==> src/rtl/mem_port_arbiter.sv <==
// Shares one single-ported 32-bit memory between an instruction-fetch port
// (two-word fetch) and an RV32I load/store port, with starvation-bounded grant.
module mem_port_arbiter #(
  parameter int unsigned MEM_AW = 16
) (
  input  logic              clock,
  input  logic              reset,
  input  logic              if_req_valid,
  output logic              if_req_ready,
  input  logic [63:0]       if_req_addr,
  output logic              if_resp_valid,
  output logic [31:0]       if_resp_inst_0,
  output logic [31:0]       if_resp_inst_1,
  input  logic              lsu_req_valid,
  output logic              lsu_req_ready,
  input  logic [63:0]       lsu_req_addr,
  input  logic              lsu_req_we,
  input  logic [31:0]       lsu_req_wdata,
  input  logic [2:0]        lsu_req_func3,
  output logic              lsu_resp_valid,
  output logic [31:0]       lsu_resp_data,
  output logic              lsu_resp_err,
  output logic              mem_en,
  output logic [MEM_AW-1:0] mem_addr,
  output logic [3:0]        mem_wstrb,
  output logic [31:0]       mem_wdata,
  input  logic [31:0]       mem_rdata
);

  typedef enum logic [2:0] {
    IDLE, IF_LO, IF_HI, IF_CAP, IF_RESP, LSU_ACC, LSU_CAP, LSU_RESP
  } state_t;

  state_t            state;
  logic [1:0]        lsu_streak;
  logic              mem_en_q;
  logic [31:0]       inst0_q;
  logic [1:0]        ld_off_q;
  logic [2:0]        ld_f3_q;
  logic              st_q;

  logic              idle_c;
  logic              lsu_win_c;
  logic              if_win_c;
  logic [MEM_AW-1:0] if_word_c;
  logic [MEM_AW-1:0] lsu_word_c;
  logic              lsu_legal_c;
  logic              lsu_misal_c;
  logic              lsu_err_c;
  logic [3:0]        st_strb_c;
  logic [31:0]       st_data_c;
  logic [31:0]       ld_shift_c;
  logic [31:0]       ld_ext_c;
  logic              unused_c;

  // Grant: LSU has priority until it has won twice in a row against a waiting fetch.
  assign idle_c     = (state == IDLE) && !reset;
  assign lsu_win_c  = idle_c && lsu_req_valid && (!if_req_valid || (lsu_streak != 2'd2));
  assign if_win_c   = idle_c && if_req_valid && !lsu_win_c;
  assign if_req_ready  = if_win_c;
  assign lsu_req_ready = lsu_win_c;
  assign mem_en        = mem_en_q && !reset;

  assign if_word_c  = if_req_addr[MEM_AW+1:2];
  assign lsu_word_c = lsu_req_addr[MEM_AW+1:2];
  assign unused_c   = ^{if_req_addr[63:MEM_AW+2], if_req_addr[1:0], lsu_req_addr[63:MEM_AW+2]};

  // Request legality and store lane formatting
  always_comb begin
    lsu_legal_c = 1'b0;
    lsu_misal_c = 1'b0;
    st_strb_c   = 4'b1111;
    st_data_c   = lsu_req_wdata;
    if (lsu_req_we) lsu_legal_c = lsu_req_func3 inside {3'd0, 3'd1, 3'd2};
    else            lsu_legal_c = lsu_req_func3 inside {3'd0, 3'd1, 3'd2, 3'd4, 3'd5};
    lsu_misal_c = ((lsu_req_func3[1:0] == 2'd1) && lsu_req_addr[0]) ||
                  ((lsu_req_func3[1:0] == 2'd2) && (lsu_req_addr[1:0] != 2'd0));
    case (lsu_req_func3[1:0])
      2'd0: begin
        st_strb_c = 4'b0001 << lsu_req_addr[1:0];
        st_data_c = {4{lsu_req_wdata[7:0]}};
      end
      2'd1: begin
        st_strb_c = 4'b0011 << lsu_req_addr[1:0];
        st_data_c = {2{lsu_req_wdata[15:0]}};
      end
      default: begin
        st_strb_c = 4'b1111;
        st_data_c = lsu_req_wdata;
      end
    endcase
  end

  assign lsu_err_c = !lsu_legal_c || lsu_misal_c;

  // Load data alignment and extension
  always_comb begin
    ld_shift_c = mem_rdata >> {ld_off_q, 3'b000};
    ld_ext_c   = mem_rdata;
    case (ld_f3_q)
      3'd0:    ld_ext_c = {{24{ld_shift_c[7]}}, ld_shift_c[7:0]};
      3'd1:    ld_ext_c = {{16{ld_shift_c[15]}}, ld_shift_c[15:0]};
      3'd4:    ld_ext_c = {24'd0, ld_shift_c[7:0]};
      3'd5:    ld_ext_c = {16'd0, ld_shift_c[15:0]};
      default: ld_ext_c = mem_rdata;
    endcase
  end

  always_ff @(posedge clock) begin
    if (reset) begin
      state          <= IDLE;
      lsu_streak     <= 2'd0;
      mem_en_q       <= 1'b0;
      mem_addr       <= '0;
      mem_wstrb      <= 4'd0;
      mem_wdata      <= 32'd0;
      inst0_q        <= 32'd0;
      ld_off_q       <= 2'd0;
      ld_f3_q        <= 3'd0;
      st_q           <= 1'b0;
      if_resp_valid  <= 1'b0;
      if_resp_inst_0 <= 32'd0;
      if_resp_inst_1 <= 32'd0;
      lsu_resp_valid <= 1'b0;
      lsu_resp_data  <= 32'd0;
      lsu_resp_err   <= 1'b0;
    end else begin
      case (state)
        IDLE: begin
          if (if_win_c) begin
            state      <= IF_LO;
            lsu_streak <= 2'd0;
            mem_en_q   <= 1'b1;
            mem_addr   <= if_word_c;
            mem_wstrb  <= 4'd0;
            mem_wdata  <= 32'd0;
          end else if (lsu_win_c) begin
            if (if_req_valid && (lsu_streak != 2'd2)) lsu_streak <= lsu_streak + 2'd1;
            ld_off_q <= lsu_req_addr[1:0];
            ld_f3_q  <= lsu_req_func3;
            st_q     <= lsu_req_we;
            if (lsu_err_c) begin
              state          <= LSU_RESP;
              lsu_resp_valid <= 1'b1;
              lsu_resp_err   <= 1'b1;
              lsu_resp_data  <= 32'd0;
            end else begin
              state     <= LSU_ACC;
              mem_en_q  <= 1'b1;
              mem_addr  <= lsu_word_c;
              mem_wstrb <= lsu_req_we ? st_strb_c : 4'd0;
              mem_wdata <= lsu_req_we ? st_data_c : 32'd0;
            end
          end
        end
        IF_LO: begin
          state    <= IF_HI;
          mem_addr <= mem_addr + MEM_AW'(1);
        end
        IF_HI: begin
          state    <= IF_CAP;
          inst0_q  <= mem_rdata;
          mem_en_q <= 1'b0;
          mem_addr <= '0;
        end
        IF_CAP: begin
          state          <= IF_RESP;
          if_resp_valid  <= 1'b1;
          if_resp_inst_0 <= inst0_q;
          if_resp_inst_1 <= mem_rdata;
        end
        IF_RESP: begin
          state         <= IDLE;
          if_resp_valid <= 1'b0;
        end
        LSU_ACC: begin
          mem_en_q  <= 1'b0;
          mem_addr  <= '0;
          mem_wstrb <= 4'd0;
          mem_wdata <= 32'd0;
          if (st_q) begin
            state          <= LSU_RESP;
            lsu_resp_valid <= 1'b1;
            lsu_resp_data  <= 32'd0;
            lsu_resp_err   <= 1'b0;
          end else begin
            state <= LSU_CAP;
          end
        end
        LSU_CAP: begin
          state          <= LSU_RESP;
          lsu_resp_valid <= 1'b1;
          lsu_resp_data  <= ld_ext_c;
          lsu_resp_err   <= 1'b0;
        end
        LSU_RESP: begin
          state          <= IDLE;
          lsu_resp_valid <= 1'b0;
        end
        default: state <= IDLE;
      endcase
    end
  end

endmodule

==> config.mk <==
export PLATFORM = sky130hd
export DESIGN_NAME = mem_port_arbiter
export DESIGN_NICKNAME = d
export VERILOG_FILES = /design/src/rtl/mem_port_arbiter.sv
export SDC_FILE = /design/constraint.sdc
export NUM_CORES = 1
export LEC_CHECK = 0
export BUFFER_PORTS_ARGS = -buffer_cell sky130_fd_sc_hd__buf_2
export CORE_MARGIN = 10
export CORE_UTILIZATION = 44
export DETAILED_ROUTE_END_ITERATION = 12
export PLACE_DENSITY_LB_ADDON = 0.15
export SETUP_SLACK_MARGIN = 0.15
export SYNTH_ARGS = -nofsm -noshare
export SYNTH_HDL_FRONTEND = slang
export SYNTH_SLANG_ARGS = --single-unit
export TNS_END_PERCENT = 20
==> constraint.sdc <==
create_clock -name clock -period 1.9 [get_ports clock]
set_input_delay 0.095 -clock clock [delete_from_list [all_inputs] [get_ports clock]]
set_output_delay 0.095 -clock clock [all_outputs]
set_load 0.01 [all_outputs]
==> run metrics <==
layout cells sized above 1=32.9%; Critical Path Fanout Max=7; Post-Syn Nets=between 1,000 and 1,500; top-area cell type share of the netlist area=between 40 and 50%; Crit path required time=between 2 and 2.5 ns; slew margin rel.=between 40% and 50%; Max Freq=around 540 MHz; first-pass GRT wire length=~48 mm; register share of total power=36.8%; Net Sw Frac=~35%; DPL Wire Length=approximately 21 mm; Antenna Nets Post-Route=0; Routed WL=between 30 and 40 mm; nets@finish=between 1,500 and 2,000; Syn. warnings=0; Num CTS Buffers=17; Synth area leader=dfxtp_1; Worst-Skew Late Latency=between 0.4 and 0.5 ns; Mean Syn Cell Area=between 8 and 9 um^2; Cells after DPL=1,581; TritonCTS clock tree=done; Starting Density=a little under half; Layout Utilization=between 60 and 70%; Mapped Cells=1,076; Leak Pwr=around 5.0 nW; CP bufs+invs=2; Via density=around 5.4; register area share after synthesis=roughly 44%; Finish-stage setup viols=0; worst path arrival time=2.22 ns; H-tree depth=4; Pins Over Slew Limit=0; CTS root buffer=clkbuf_16; Finished Layout Cells=between 1,500 and 2,000; maxcap violations=0; vias in the first global route=slightly below 9,000; Synth Register Bits=195; startpoint types=flip-flop; final instance area=roughly 12,000 um^2; final clock skew=about 0.014 ns; dpl cell area=10,700 um^2; Power Internal=8.58 mW; Die Span Y=around 160 um; Area Overhead vs Synth=37.1%; CP cell instances=inv_2, ha_4, a21bo_4, nand3_4, inv_8, or4_4, a21o_1, a21oi_1; status=finished clean; most frequent cells in the layout=nand2_1, buf_2, dfxtp_1; antenna violations before repair=1; leading cell type in the layout, fill and taps excluded=nand2_1; Worst path max stage delay=around 0.53 ns; clk slew on worst S/H paths=~0.08 ns; Post-Syn Area=~8800 um^2; Final WS setup=between 0.03 and 0.04 ns; Iter 0 DRT Violations=821; RSZ-0062 raised after global routing=true; port bufs=between 200 and 300; Combinational Power Share=about a third; Setup WS pre-CTS=-0.197 ns; endpoints failing hold=0; Setup Crit Path Kind=flip-flop to flip-flop; Max IR drop VDD=around 0.65 mV; Die Footprint=26,200 um^2; Power Dens Cells=around 1100 nW/um^2; I/O pin cnt=between 300 and 400; post-DR wirelength/cell=18.2 um; hold crit path type=input pin to flip-flop; first drt pass iteration count=5; Area contributors post-synth=dfxtp_1, nand2_1, a21oi_1; Worst Setup End Kind=flip-flop; Worst path slowest cell=or4_4; Post-synth EDFFs=0; actual slew at the worst max-slew pin=between 0.8 and 0.9 ns; GPL Wtd Cong=between 0.8 and 0.9; largest net degree at the start of global routing=85; Distinct cells, synth=72; # rows=51; async set-or-reset flop fraction in the synthesized netlist=0%; CTS Buffer Depth=2; DRC viols=0; Final min period=approximately 1.9 ns; top_reg_cell synth=dfxtp_1; CP delay by family, top=simple AND/OR/NAND/NOR gates; fin crit share=slightly below 100%; total clock sinks=around 200; Core Area=19,600 um^2; routed vias=8,961; Clock power frac=28.5%; die span in x=162 um; Psw=approximately 4.7 mW; Tot GR Track Use=roughly 22%; global route overflow=0
[power groups by stage]
stage	Sequential [mW]	Combinational (mW)	Clock, mW
global placement	4.96	4.02	0
detailed placement	4.97	4.07	0
global route	4.96	5.03	4.02
CTS	4.88	4.31	3.86
floorplan	5.06	2.41	0
finish	4.89	4.62	3.78
[tightest hold or removal path, stage by stage]
cell,delay [ns]
buf_2,0.09
nand2_1,0.05
a311o_1,0.15
nand2_1,0.05
[flip-flops by register name, indices dropped and copies added, names as in the netlist, 3 cells and up]
name	cells
inst0_q	32
mem_wdata	32
mem_wstrb	4
mem_addr	16
state	3
lsu_resp_data	32
if_resp_inst_0	32
if_resp_inst_1	32
ld_f3_q	3
[per-layer routing]
| layer | vias to the layer above | routed length (um) | global-route usage [%] |
|---|---|---|---|
| met5 | - | 0 | 0 |
| met3 | 32 | 2370 | 6.93 |
| met2 | 309 | 14800 | 37.4 |
| met1 | 4208 | 12900 | 27.6 |
| li1 | 4412 | - | - |
| met4 | 0 | 443 | 5.09 |
[cell usage after synthesis, types with 3 or more instances]
| library cell | instances |
|---|---|
| nor4_1 | 3 |
| and4_1 | 3 |
| nand2b_1 | 24 |
| and3_1 | 4 |
| a221o_1 | 17 |
| nand3_1 | 32 |
| o21a_1 | 4 |
| o32ai_2 | 7 |
| buf_1 | 7 |
| o32a_1 | 6 |
| buf_6 | 8 |
| nand4_1 | 8 |
| a211oi_1 | 3 |
| nor2b_1 | 6 |
| o211ai_1 | 4 |
| nand3_2 | 11 |
| o21ai_0 | 29 |
| nor3_1 | 4 |
| dfxtp_1 | 195 |
| o221ai_1 | 6 |
| a22oi_1 | 6 |
| a21oi_1 | 158 |
| nand2_1 | 293 |
| a2bb2oi_1 | 3 |
| nor2_1 | 33 |
| inv_1 | 8 |
| mux2_2 | 17 |
| buf_2 | 18 |
| a32o_1 | 8 |
| or4_1 | 3 |
| o22ai_1 | 9 |
| clkbuf_1 | 50 |
| a31oi_1 | 3 |
| mux2i_1 | 34 |
| o31ai_1 | 4 |
[what timing repair did]
action / CTS / global route
resized for setup: 24 / 33
hold buffers: 42 / 0
endpoints found under the setup margin: 124 / 124
gates cloned: 1 / 2
buffers inserted: 12 / 0
pin swaps: 12 / 28
hold endpoints to repair: 79 / 0
[stage by stage]
step	hold slack (ns)	power, mW	TNS, ns
floorplan	0.203	7.46	0
global placement	0.370	8.98	-2.42
detailed placement	0.365	9.04	-2.96
CTS	0.0249	13.1	0
global route	0.0528	14.0	-0.481
finish	0.0394	13.3	0
[cells by family after synthesis]
group,count (synthesis),synth area share (%)
XOR/XNOR,1,0.0991
buffers and inverters,96,5.25
AO/OA/AOI/OAI,290,21.3
AND/OR/NAND/NOR,440,22.7
adder cells (fa/ha/maj),2,0.283
multiplexers,52,6.27
flip-flops,195,44.2
[final cells by class]
cell class                      instances  area [um^2]
Sequential cell                       195         3920
Inverter                               10         45.0
Multi-Input combinational cell        785         4660
Fill cell                            1784         7470
Timing Repair inverter                  1         6.26
Clock inverter                         14          184
Antenna cell                            1         2.50
Clock buffer                           18          439
Tap cell                              265          332
Timing Repair Buffer                  382         2540
[final timing paths]
kind | startpoint | endpoint | slack (ns) | depth (start not counted)
setup / recovery | lsu_streak[0]$_SDFFE_PP0P_ | state[2]$_SDFFE_PP0P_ | 0.04 | 8
setup reg to reg | lsu_streak[0]$_SDFFE_PP0P_ | state[2]$_SDFFE_PP0P_ | 0.04 | 8
hold / removal | if_req_addr[11] | mem_addr[9]$_SDFFE_PP0P_ | 0.04 | 4
hold reg to reg | lsu_resp_data[4]$_SDFFE_PP0P_ | lsu_resp_data[4]$_SDFFE_PP0P_ | 0.44 | 2
Note: power is estimated with default switching activity, not from simulation.
